## config.mk

```make
export PLATFORM = sky130hd
export DESIGN_NAME = shot_clock_bcd
export DESIGN_NICKNAME = d
export VERILOG_FILES = /design/src/rtl/scoreboard_pkg.sv /design/src/rtl/bcd_dec_chain.sv /design/src/rtl/shot_clock_bcd.sv
export SDC_FILE = /design/constraint.sdc
export NUM_CORES = 1
export LEC_CHECK = 0
export BUFFER_PORTS_ARGS = -buffer_cell sky130_fd_sc_hd__buf_2
export CORE_MARGIN = 2
export CORE_UTILIZATION = 55
export DETAILED_ROUTE_END_ITERATION = 16
export PLACE_DENSITY_LB_ADDON = 0.15
export REMOVE_ABC_BUFFERS = 1
export SLEW_MARGIN = 10
export SYNTH_ARGS = -nofsm -noshare
export SYNTH_HDL_FRONTEND = slang
export SYNTH_HIERARCHICAL = 1
export SYNTH_SLANG_ARGS = --single-unit
```

## constraint.sdc

```tcl
create_clock -name CP -period 3.4 [get_ports CP]
set_input_delay 0.51 -clock CP [delete_from_list [all_inputs] [get_ports CP]]
set_output_delay 0.51 -clock CP [all_outputs]
set_load 0.01 [all_outputs]
```

## src/rtl/scoreboard_pkg.sv

```systemverilog
// Shared scoreboard types: shot-clock state enum, BCD nibble type and a BCD validity check.
// Latency: n/a (types and constant functions only). Backpressure: n/a.
package scoreboard_pkg;

  typedef enum logic [1:0] {
    SC_IDLE    = 2'd0,
    SC_RUN     = 2'd1,
    SC_PAUSED  = 2'd2,
    SC_EXPIRED = 2'd3
  } sc_state_t;

  typedef logic [3:0] bcdNibble_t;

  // Upper nibbles beyond the digit count must be zero so a reload cannot silently truncate.
  function automatic logic bcd_is_valid(input logic [63:0] value, input int digits);
    logic ok;
    ok = 1'b1;
    for (int i = 0; i < 16; i++) begin
      if (i < digits && value[4*i +: 4] > 4'd9) ok = 1'b0;
      if (i >= digits && value[4*i +: 4] != 4'd0) ok = 1'b0;
    end
    return ok;
  endfunction

endpackage

```

## src/rtl/bcd_dec_chain.sv

```systemverilog
// DIGITS-wide BCD decrement-by-one with a zero flag on the result.
// Latency: combinational. Backpressure: none; a zero input wraps to all nines.
module bcd_dec_chain
  import scoreboard_pkg::*;
#(
  parameter int DIGITS = 2
) (
  input  logic [4*DIGITS-1:0] value,
  output logic [4*DIGITS-1:0] nextValue,
  output logic                nextZero
);

  logic [DIGITS-1:0] borrow;

  assign borrow[0] = 1'b1;

  for (genvar i = 0; i < DIGITS; i++) begin : gDigit
    bcdNibble_t nib;
    assign nib = value[4*i +: 4];
    assign nextValue[4*i +: 4] = !borrow[i]     ? nib :
                                 (nib == 4'd0)  ? 4'd9 : nib - 4'd1;
    if (i > 0) begin : gChain
      assign borrow[i] = borrow[i-1] && (value[4*(i-1) +: 4] == 4'd0);
    end
  end

  assign nextZero = (nextValue == '0);

endmodule

```

## src/rtl/shot_clock_bcd.sv

```systemverilog
// BCD countdown shot clock with full/short reload, run/pause, prescaled tick; buzzer via SHOT_CLOCK_BUZZER_EN.
// Latency: all outputs registered, 1 cycle from sampled control to output; first decrement CLK_DIV cycles after RUN entry.
// Backpressure: none; controls are sampled every cycle with priority reload_full, reload_short, nPAUSE, start.
module shot_clock_bcd
  import scoreboard_pkg::*;
#(
  parameter int          DIGITS       = 2,
  parameter logic [63:0] RELOAD_FULL  = 64'h24,
  parameter logic [63:0] RELOAD_SHORT = 64'h14,
  parameter int          CLK_DIV      = 1,
  parameter int          BUZZ_TICKS   = 3
) (
  input  logic                CP,
  input  logic                nRST,
  input  logic                start,
  input  logic                nPAUSE,
  input  logic                reload_full,
  input  logic                reload_short,
  output logic [4*DIGITS-1:0] count,
  output logic                running,
  output logic                expired,
  output logic                expired_pulse,
  output logic                buzzer
);

  localparam logic [4*DIGITS-1:0] FULL_V  = RELOAD_FULL[4*DIGITS-1:0];
  localparam logic [4*DIGITS-1:0] SHORT_V = RELOAD_SHORT[4*DIGITS-1:0];
  localparam int                  PW      = (CLK_DIV > 1) ? $clog2(CLK_DIV) : 1;
  localparam logic [PW-1:0]       LAST    = PW'(CLK_DIV - 1);

  if (!bcd_is_valid(RELOAD_FULL, DIGITS) || !bcd_is_valid(RELOAD_SHORT, DIGITS)) begin : gBadReload
    $error("shot_clock_bcd: reload value contains a non-BCD nibble");
  end
  if (CLK_DIV < 1 || BUZZ_TICKS < 0) begin : gBadTiming
    $error("shot_clock_bcd: CLK_DIV must be >= 1 and BUZZ_TICKS >= 0");
  end

  sc_state_t           state;
  logic [PW-1:0]       prescaler;
  logic [PW-1:0]       preNext;
  logic                tick;
  logic                reloadAny;
  logic                expireNow;
  logic [4*DIGITS-1:0] countDec;
  logic                decZero;

  bcd_dec_chain #(.DIGITS(DIGITS)) uDec (
    .value    (count),
    .nextValue(countDec),
    .nextZero (decZero)
  );

  assign tick      = (prescaler == LAST);
  assign preNext   = tick ? '0 : prescaler + 1'b1;
  assign reloadAny = reload_full || reload_short;
  // The decrement that lands on zero; reload is excluded by the priority chain in the users.
  assign expireNow = (state == SC_RUN) && nPAUSE && tick && (count != '0) && decZero;

  always_ff @(posedge CP or negedge nRST) begin
    if (!nRST) begin
      state         <= SC_IDLE;
      count         <= FULL_V;
      prescaler     <= '0;
      running       <= 1'b0;
      expired       <= 1'b0;
      expired_pulse <= 1'b0;
    end else begin
      expired_pulse <= 1'b0;
      if (reloadAny) begin
        count     <= reload_full ? FULL_V : SHORT_V;
        state     <= SC_IDLE;
        prescaler <= '0;
        running   <= 1'b0;
        expired   <= 1'b0;
      end else begin
        unique case (state)
          SC_IDLE: begin
            if (nPAUSE && start) begin
              if (count == '0) begin
                state   <= SC_EXPIRED;
                expired <= 1'b1;
              end else begin
                state   <= SC_RUN;
                running <= 1'b1;
              end
            end
          end
          SC_RUN: begin
            if (!nPAUSE) begin
              state   <= SC_PAUSED;
              running <= 1'b0;
            end else begin
              prescaler <= preNext;
              if (tick && count != '0) count <= countDec;
              if (expireNow) begin
                state         <= SC_EXPIRED;
                running       <= 1'b0;
                expired       <= 1'b1;
                expired_pulse <= 1'b1;
              end
            end
          end
          SC_PAUSED: begin
            // Prescaler is left untouched so a partial tick survives the pause.
            if (nPAUSE && start) begin
              state   <= SC_RUN;
              running <= 1'b1;
            end
          end
          SC_EXPIRED: begin
`ifdef SHOT_CLOCK_BUZZER_EN
            prescaler <= preNext;
`endif
          end
          default: state <= SC_IDLE;
        endcase
      end
    end
  end

`ifdef SHOT_CLOCK_BUZZER_EN
  localparam int BW = (BUZZ_TICKS > 0) ? $clog2(BUZZ_TICKS + 1) : 1;

  logic [BW-1:0] buzzLeft;

  always_ff @(posedge CP or negedge nRST) begin
    if (!nRST) begin
      buzzer   <= 1'b0;
      buzzLeft <= '0;
    end else if (reloadAny) begin
      buzzer   <= 1'b0;
      buzzLeft <= '0;
    end else if (expireNow) begin
      buzzer   <= (BUZZ_TICKS > 0);
      buzzLeft <= BW'(BUZZ_TICKS);
    end else if (state == SC_EXPIRED && tick && buzzer) begin
      if (buzzLeft == BW'(1)) buzzer <= 1'b0;
      buzzLeft <= buzzLeft - 1'b1;
    end
  end
`else
  assign buzzer = 1'b0;
`endif

endmodule

```

Word level (Yosys, flattened, before mapping)

Cells that the tools add are included.
W data, S select, Z words.

Register bits after elaboration: 14
Input bits: 6
Output and inout port bits: 12
Word-level logic and storage cells: 78

Add/sub/neg operators: 3
Equal/unequal tests: 9
Mux-type cells: 36
Bitwise gates (word level): 1
Reductions and logical operators: 23

Operators with widths:

| kind                  | count |
|---|---|
| $mux W8               | 4 |
| $mux W1               | 19 |
| $ne A3 B3 Y1 const B  | 6 |
| $logic_not A8 Y1      | 2 |
| $mux W2               | 6 |
| $mux W4               | 3 |
| $reduce_and A5 Y1     | 2 |
| $logic_not A4 Y1      | 2 |
| $reduce_bool A8 Y1    | 1 |
| $sub A4 B1 Y4 const B | 2 |
| $logic_and A1 B1 Y1   | 6 |
| $mux W6               | 1 |
| $pmux W2 S3           | 1 |
| $reduce_bool A2 Y1    | 3 |
| $ne A4 B4 Y1 const B  | 1 |
| $reduce_and A4 Y1     | 1 |
| $reduce_bool A4 Y1    | 1 |
| $pmux W1 S3           | 1 |
| $reduce_and A3 Y1     | 1 |
| $reduce_bool A3 Y1    | 1 |
| $eq A2 B1 Y1 const B  | 1 |
| $eq A2 B2 Y1 const B  | 1 |
| $logic_not A2 Y1      | 1 |
| $pmux W1 S2           | 1 |
| 4 further kinds       | 4 |

Depth between registers and ports, before layout

Gate-level depths: netlist (run 1).

Depth in word-level cells: 9
Mapped depth: 7
Gate-level depth less buffers: 7

Cells and area by module

The synthesis (run 1) kept the hierarchy.

Modules (own cells, without submodules):

| module         | instances | cells an instance | area each (um^2) | seq. area each (um^2) |
|---|---|---|---|---|
| shot_clock_bcd | 1         | 78                | 720.7            | 327.8 |
| bcd_dec_chain  | 1         | 24                | 150.1            | 0.0 |

Least setup slack after synthesis (run 1)

OpenSTA, ideal clock, no wires.

Kind: register to register
Start point: reg count[1]
End point: reg count[5]
Library setup time: 0.073 ns
Data arrival time: 1.831 ns
Data required time: 3.327 ns
Setup slack: 1.495 ns
Stages on the path, launching flop included: 7
Buffers on the path: 1
Period minus slack after synthesis: 1.905 ns
Cell sequence: dfrtp_1 -> or4_1 -> buf_2 -> or4_1 -> nand2_1 -> mux2i_1 -> o21bai_1

Word-level cells in the longest chain between the ends: 6
Elaborated cells between the ends (all ways): 10
Classes of those cells: mux (5); reduce/logical (5)

Ends and longest elaborated chain:

| what                     | line                 | source |
|---|---|---|
| start: declaration       | shot_clock_bcd.sv:19 | `output logic [4*DIGITS-1:0] count,` |
| start signal: assignment | shot_clock_bcd.sv:70 | `count <= reload_full ? FULL_V : SHORT_V;` |
| start signal: assignment | shot_clock_bcd.sv:94 | `if (tick && count != '0) count <= countDec;` |
| $logic_not A4 Y1         | bcd_dec_chain.sv:23  | `assign borrow[i] = borrow[i-1] && (value[4*(i-1) +: 4] == 4'd0);` |
| $mux W4                  | bcd_dec_chain.sv:20  | `assign nextValue[4*i +: 4] = !borrow[i] ? nib :` |
| named net countDec[5]    | shot_clock_bcd.sv:44 | `logic [4*DIGITS-1:0] countDec;` |
| $mux W8                  | shot_clock_bcd.sv:94 |  |
| $mux W8                  | shot_clock_bcd.sv:89 | `if (!nPAUSE) begin` |
| $mux W8                  | shot_clock_bcd.sv:76 | `unique case (state)` |
| $mux W8                  | shot_clock_bcd.sv:69 | `if (reloadAny) begin` |

The timed path passes the listed nets, and every way through them passes these cells. The select of a mux whose other input is x is not followed.
A chain may end at the register's enable or synchronous reset.

Final worst setup path (run 1)

Start point: reg count[0]
End point: reg count[5]

Same word-level chain as after synthesis.

==> results.ini, run 1 <==
[die]
initial_utilization_pct=58.5
die_area_um2=1920
num_io_pins=18
core_area_um2=1490
die_h_um=43.8
rows=14
die_x_um=43.8

[power_and_ir_drop]
pwr-share-comb_pct=18.7
power_frac_clock_pct=29.5
powerDensity_nw_per_um2=330
leakage_nw=0.442
switchingPower_mw=0.0914
p_seq_share_pct=51.8
p_int_mw=0.231
peakVddDrop_mv=0.210
swShare_pct=28.3

[synth]
synth-edff-count=0
synth_area_um2=871
synth_seq_cells=13
syn_inst=102
syn_avg_cell_area_um2=8.54
synth-async-reset-ratio_pct=100
synth_area_leaders=dfrtp_1 (32%), nand2_1 (7.8%), dfstp_2 (6.0%)
yosysTopAreaCell=dfrtp_1
ys_types=42
seq_area_frac_synth_pct=37.6
yosys_most_used_dff=dfrtp_1
yosysWarnings=6
synth_top_area_share_pct=31.6

[critical_path]
endpoint=count[5]
reg2reg_slack_ns=1.41
critPathArrivalTime_ns=2.20
r2r-start=count[0]
criticalPathCategory=register to register
cp.required_ns=3.61
cp-start-kind=register
cp-end-kind=register
critical_path.max_fanout=12
reg2reg_to=count[5]
r2r_cells=5
startpoint=count[0]

[flow_run]
cap_violations=0

[sta]
rsz0062_at_grt=no
setup_viol=0
skew_ns=0.00188
hold_ws_ns=0.112
fmax_mhz=502
slew_viol_final=0
hold_viol=0
setup_tns_ns=0
finalCritPeriodShare_pct=58.6
period_needed_ns=1.99

[clocking]
clk_latency_ns=0.27
cts_made_buffers=3
cts_tree=built
clkTransAtPathRegs_ns=0.08
cts_hold_buffers=0
clock_tree.root_cell=clkbuf_4
cts.path.max_buffers=2
htree_levels=1
clock_sink_count=13
post_cts_buffers=0
ctsResizeCount=0

[global_routing]
antenna_found_initial=0
grt_use_total_pct=20.1
grt_max_degree=14
grt.overflow.total=0
grt_pass1_wl_um=2870
grt_pass1_vias=662

[layout]
fillCellCount=127
syn_to_final_growth_pct=12.2
nets=128
drive_gt1_share_pct=27.1
register_area_um2=328
layout_common_cells=nand2_1 (18), buf_2 (16), dfrtp_1 (11), a21oi_1 (10), nor3_1 (8)
final_common_cell=nand2_1
n_antenna_cell=0
multi_input_area_um2=508
stdcell_count=134

[status]
status=completed

[drt]
met3WireLength_um=87
m1WireLength_um=796
drt.antenna.violating_nets=0
viasPerCell=5.86
routedWlPerCell_um=13.4
highest_layer=met4
wl_met2_um=885
wirelength_um=1790
post-route-drc-count=0
drtPass1Iterations=4
drt_iter0_drc=18
vias=785

[placement]
numPlacedInstances=130
place_hpwl_um=1280
place_congestion=0.830
portBuffers=16

[hold_path]
hold_path_class=primary input to async pin

## state kept, by name (all words and copies together), names as in the netlist
| register | cells |
|---|---|
| expired_pulse | 1 |
| expired | 1 |
| state | 2 |
| running | 1 |
| count | 8 |
## how the worst min path moves through the flow
stage,from,endpoint,slack [ns]
global route,nRST,state[0],0.12
finish,nRST,state[0],0.11
CTS,nRST,running,0.12
floorplan,nRST,count[0],0.21
detailed placement,nRST,state[0],0.42
global placement,nRST,state[1],0.41
## cells in the mapped netlist, types with 2 or more instances
cell type and number:
or3_1 2, ha_1 3, o21ai_0 2, dfstp_2 2
nor4_1 2, a21oi_1 10, nand4b_1 2, nand2_1 18
or4_1 2, nor3_1 8, nor2_1 5, nand3_1 2
dfrtp_1 11, inv_1 4, or4_4 2
## critical path, cell delays in order, from the launching register on
cell	delay, ns
dfrtp_1	0.49
or4_1	0.65
or4_1	0.51
nand2_1	0.07
mux2i_1	0.07
o21bai_1	0.13
## power by group through the flow
stage          Sequential [mW]  Combinational (mW)  Clock [mW]
2_1_floorplan            0.170              0.0402           0
3_3_place_gp             0.170              0.0587           0
3_5_place_dp             0.170              0.0603           0
4_1_cts                  0.167              0.0607      0.0994
5_1_grt                  0.168              0.0679       0.103
6_report                 0.167              0.0603      0.0949
## per-layer routing
layer  vias up  global-route usage [%]
met3         4                    2.50
met5         -                       0
li1        403                       -
met4         0                    11.5
met2        20                    30.6
met1       358                    27.4
## stage by stage
stage	power (mW)	util, %	instance area, um2	setup slack [ns]
after global placement	0.228	63.9	951	1.49
after floorplan	0.211	-	851	1.52
final	0.322	65.6	977	1.41
after global routing	0.339	65.6	977	1.31
after CTS	0.327	65.6	977	1.41
after detailed placement	0.230	63.9	951	1.44
## cell families after synthesis
logic type	Yosys count	synth area share (%)
AO/OA/AOI/OAI	23	17.5
XOR/XNOR	2	2.01
adder cells (fa/ha/maj)	3	4.31
buffers and inverters	8	4.02
flip-flops	13	37.6
multiplexers	2	2.44
other	1	0.431
AND/OR/NAND/NOR	50	31.6
## layout make-up
cell class                 instances  share of cell area, %
tap                               16                   2.05
clock buffer                       4                   2.69
timing repair buffer              16                   8.19
multi-input combinational         81                   52.0
inverter                           4                   1.54
sequential                        13                   33.5
Note: power is estimated with default switching activity, not from simulation.
==> inputs of run 2 (changes only) <==
Settings changed: CORE_UTILIZATION 55 to 52.
Clock period 3.4 ns to 2 ns, I/O delays scaled along.
==> results.ini, run 2 (same netlist as run 1, synthesis figures left out) <==
[critical_path]
cp.required_ns=2.21  ; -1.40 ns
crit_path_max_incr_delay_ns=0.61  ; -0.04 ns
r2r_cells=5  ; unchanged
cp-end-kind=register
cp_top_family=simple AND/OR/NAND/NOR gates
criticalPathCategory=register to register
critical_path.max_fanout=8  ; -4
cp-start-kind=register
path_depth=5  ; unchanged
critPathArrivalTime_ns=2.12  ; -0.08 ns
crit_path_frequent_cell=or4_1
worstPathCellList=or4_1, or4_1, nand2_1, mux2i_1, o21bai_1
crit_slowest_cell=or4_1
path_buf_inv=0  ; unchanged

[global_routing]
grt_use_total_pct=23.4  ; +3.3 points
grt_pass1_wl_um=3380  ; +18%
grt.overflow.total=0  ; unchanged
grt_max_degree=14  ; unchanged
antenna_found_initial=0  ; unchanged
grt_pass1_vias=764  ; +15%

[clocking]
cts.path.max_buffers=2  ; unchanged
post_cts_buffers=0  ; unchanged
clkTransAtPathRegs_ns=0.08  ; about the same
clk_latency_ns=0.28  ; about the same
cts_tree=built
ctsResizeCount=0  ; unchanged
htree_levels=1  ; unchanged
clock_sink_count=13  ; unchanged
cts_made_buffers=3  ; unchanged
clock_tree.root_cell=clkbuf_4

[power_and_ir_drop]
powerDensity_nw_per_um2=550  ; +67%
peakVddDrop_mv=0.322  ; +53%
p_int_mw=0.399  ; +73%
pwr-share-comb_pct=20.5  ; +1.8 points
swShare_pct=29.8  ; +1.4 points
power_frac_clock_pct=29.9  ; +0.4 points
p_seq_share_pct=49.6  ; -2.2 points
finalPower_mw=0.568  ; +76%
leakage_nw=0.477  ; +8.0%
switchingPower_mw=0.169  ; +85%

[layout]
n_antenna_cell=0  ; unchanged
fillCellCount=123  ; -3.1%
largest_reg_flops=8  ; unchanged
top_register=count
drive_gt1_share_pct=30.4  ; +3.3 points
final_util_pct=67.0  ; +1.3 points
layout_common_cells=nand2_1 (18), buf_2 (16), dfrtp_1 (11), a21oi_1 (10), nor3_1 (8)
final_area_um2=1030  ; +5.6%
stdcell_count=141  ; +5.2%
final_common_cell=nand2_1
register_area_um2=328  ; unchanged
syn_to_final_growth_pct=18.5
largestRegisters=count x8, state x2
multi_input_area_um2=508  ; unchanged
nets=135  ; +5.5%

[sta]
slew_viol_final=0  ; unchanged
setup_viol=0  ; unchanged
period_needed_ns=1.90  ; -0.0903 ns
finalCritPeriodShare_pct=95.1  ; +36 points
setup_tns_ns=0  ; unchanged
worst_slack_ns=0.0987  ; -1.31 ns
tightest_slew_ns=0.543
relSlewSlack_pct=63.4
skew_ns=0.00154  ; -0.000341 ns
fmax_mhz=526  ; +4.7%
hold_viol=0  ; unchanged
hold_ws_ns=0.194  ; +0.0822 ns
rsz0062_at_grt=no

[drt]
wirelength_um=2120  ; +19%
vias=825  ; +5.1%
drt.antenna.violating_nets=0  ; unchanged
post-route-drc-count=0  ; unchanged
drt_iter0_drc=28  ; +10
viasPerCell=5.85  ; -0.12%
drtPass1Iterations=4  ; unchanged
routedWlPerCell_um=15.1  ; +13%

[die]
die_x_um=44.9  ; +2.6%
rows=14  ; unchanged
num_io_pins=18  ; unchanged
initial_utilization_pct=56.5  ; -2.0 points
die_area_um2=2020  ; +5.2%
core_area_um2=1540  ; +3.5%
die_h_um=44.9  ; +2.6%

[placement]
numPlacedInstances=136  ; +4.6%
portBuffers=16  ; unchanged
place_congestion=0.803  ; -3.3%
placed_cell_area_um2=996  ; +4.7%
post-place-ws_ns=0.129  ; -1.31 ns
place_hpwl_um=1520  ; +19%

[hold_path]
hold_depth=2
hold_path_class=primary input to register

[status]
status=completed

[flow_run]
cap_violations=0  ; unchanged

==> run 2: path summary, 6_finish.rpt <==
kind,from,to,slack (ns)
worst min register to register,expired,expired,0.54
worst max-delay path,count[3],count[5],0.1
min in group asynchronous,nRST,count[4],0.43
worst min-delay path,reload_short,count[5],0.19
worst max register to register,count[3],count[5],0.1
max in group asynchronous,nRST,count[2],1.28
==> run 2: layer usage <==
layer / up-vias / global-route usage (%) / routed length [um] / part of all wire (%)
met5: - / 0 / 0 / 0
met3: 4 / 3.60 / 60 / 2.8
met4: 0 / 10.6 / 23 / 1.1
met2: 19 / 40.3 / 1090 / 51
met1: 387 / 28.6 / 953 / 45
li1: 415 / - / - / -
==> run 2: cell type report <==
| type | instances | share of cell area [%] |
|---|---|---|
| tap | 16 | 1.94 |
| inverter | 4 | 1.45 |
| clock buffer | 4 | 2.55 |
| timing repair buffer | 23 | 13.1 |
| sequential | 13 | 31.8 |
| multi-input combinational | 81 | 49.2 |
==> run 2: what timing repair did <==
item,CTS,global route
endpoints found under the setup margin,0,0
endpoints found under the hold margin,11,0
hold buffers,1,0
==> run 2: power by group through the flow <==
stage	clock (mW)	combinational (mW)	sequential, mW
4_1_cts	0.173	0.116	0.282
3_3_place_gp	0	0.109	0.286
6_report	0.170	0.117	0.281
3_5_place_dp	0	0.114	0.287
2_1_floorplan	0	0.0683	0.290
5_1_grt	0.180	0.130	0.282
==> inputs of run 3 (changes only) <==
Settings changed: CELL_PAD_IN_SITES_DETAIL_PLACEMENT set to 1, CELL_PAD_IN_SITES_GLOBAL_PLACEMENT set to 1, CORE_UTILIZATION 52 to 39.
==> results.ini, run 3 (same netlist as run 1, synthesis figures left out) <==
[status]
status=completed

[global_routing]
grt_pass1_wl_um=4080  ; +21%
use_met1_pct=27.3  ; -1.3 points
gr-usage-met2_pct=35.1  ; -5.2 points
grt_pass1_vias=884  ; +16%
antenna_found_initial=0  ; unchanged
grt.busiest_layer=met2
grt_use_total_pct=21.2  ; -2.2 points
grt.overflow.total=0  ; unchanged
met3_usage_pct=3.80  ; +0.20 points
grt_max_degree=14  ; unchanged

[placement]
place_hpwl_um=1720  ; +13%
place_congestion=0.762  ; -5.1%
portBuffers=16  ; unchanged
post-place-ws_ns=0.164  ; +0.0352 ns

[critical_path]
cp.required_ns=2.22  ; about the same
path_buf_inv=0  ; unchanged
critPathArrivalTime_ns=2.09  ; -0.03 ns
crit_path_frequent_cell=or4_1
criticalPathCategory=register to register
crit_path_max_incr_delay_ns=0.60  ; about the same
worstPathCellList=or4_1, or4_1, nand2_1, mux2i_1, o21bai_1
reg2reg_to=count[5]
cp-start-kind=register
cp_top_family=simple AND/OR/NAND/NOR gates
cp-end-kind=register
startpoint=count[0]
r2r_cells=5  ; unchanged
crit_slowest_cell=or4_1
r2r-start=count[0]
critical_path.max_fanout=5  ; -3
reg2reg_slack_ns=0.13  ; +0.03 ns

[power_and_ir_drop]
peakVddDrop_mv=0.331  ; +2.9%
leakage_nw=0.492  ; +3.1%
powerDensity_nw_per_um2=538  ; -2.2%

[hold_path]
hold_path_class=primary input to register
hold_depth=2  ; unchanged
worstHoldStart=reload_full
hold_end=count[4]

[drt]
drt_iter0_drc=11  ; -61%
vias=843  ; +2.2%
routedWlPerCell_um=15.2  ; +0.60%
post-route-drc-count=0  ; unchanged
drtPass1Iterations=4  ; unchanged
viasPerCell=5.40  ; -7.6%
wirelength_um=2360  ; +11%
drt.antenna.violating_nets=0  ; unchanged

[layout]
n_antenna_cell=0  ; unchanged
layout_common_cells=nand2_1 (18), buf_2 (16), dfrtp_1 (11), a21oi_1 (10), buf_4 (9)
largestRegisters=count x8, state x2
largest_reg_flops=8  ; unchanged
final_common_cell=nand2_1
top_register=count
final_util_pct=49.3  ; -18 points
drive_gt1_share_pct=32.0  ; +1.6 points
syn_to_final_growth_pct=22.8
nets=138  ; +2.2%

[die]
core_area_um2=2170  ; +41%
die_h_um=51.3  ; +14%
num_io_pins=18  ; unchanged
die_area_um2=2630  ; +30%
rows=17  ; +3
die_x_um=51.3  ; +14%
initial_utilization_pct=40.1  ; -16 points

[clocking]
clkTransAtPathRegs_ns=0.09  ; about the same
post_cts_buffers=0  ; unchanged
cts.path.max_buffers=2  ; unchanged
clock_tree.root_cell=clkbuf_4
htree_levels=1  ; unchanged
cts_tree=built
clock_sink_count=13  ; unchanged
ctsResizeCount=0  ; unchanged
cts_made_buffers=3  ; unchanged
clk_latency_ns=0.28  ; about the same

[sta]
worst_slack_ns=0.125  ; +0.0267 ns
hold_viol=0  ; unchanged
hold_ws_ns=0.193  ; -0.00104 ns
slew_viol_final=0  ; unchanged
relSlewSlack_pct=62.7  ; -0.79 points
skew_ns=0.00108  ; -0.000465 ns
tightest_slew_ns=0.555  ; +0.0117 ns
fmax_mhz=533  ; +1.4%
finalCritPeriodShare_pct=93.7  ; -1.3 points
period_needed_ns=1.87  ; -0.0267 ns
setup_tns_ns=0  ; unchanged
rsz0062_at_grt=no
setup_viol=0  ; unchanged

[flow_run]
cap_violations=0  ; unchanged

run 3: cell count changes in the layout (fill, tap and decap cells not counted), sizes merged:
cell  delta
buf      +3
run 3: worst register-to-register path, stage by stage (launching register included):
cell,delay (ns)
dfrtp_1,0.44
or4_1,0.60
or4_1,0.50
nand2_1,0.08
mux2i_1,0.07
o21bai_1,0.13
run 3: where the power goes:
part | leakage [nW] | internal, mW | switching, mW | total [mW]
registers | 0.172 | 0.273 | 0.00961 | 0.282
logic | 0.305 | 0.0520 | 0.0665 | 0.119
clock network | 0.0150 | 0.0774 | 0.0974 | 0.175
total | 0.492 | 0.402 | 0.174 | 0.575
run 3: worst max path at each step:
stage               endpoint  cells after the start
floorplan           count[5]                      5
global placement    count[5]                      5
detailed placement  count[5]                      5
CTS                 count[5]                      5
global route        count[5]                      5
finish              count[5]                      5
run 3: repair_timing:
action                                  in CTS  in global routing
hold endpoints to repair                    11                  0
endpoints found under the setup margin       0                  0
hold buffers                                 1                  0
run 3: routing by layer:
layer	share of wire [%]	routed length (um)	vias to the layer above
met3	2.4	57	4
met2	49	1150	14
met1	48	1130	404
met4	1.1	26	0
met5	0	0	-
li1	-	-	421
run 3: cell type report:
cell class / instances / area, um2
Clock buffer: 4 / 26.3
Fill cell: 294 / 1100
Inverter: 4 / 15.0
Multi-Input combinational cell: 81 / 508
Sequential cell: 13 / 328
Tap cell: 28 / 35.0
Timing Repair Buffer: 26 / 158
run 3: per-stage QoR:
stage	area [um2]	power, mW	std cells
2_1_floorplan	851	0.358	98
6_report	1070	0.575	156
5_1_grt	1070	0.609	156
3_5_place_dp	1030	0.405	151
3_3_place_gp	1030	0.402	151
4_1_cts	1070	0.580	156
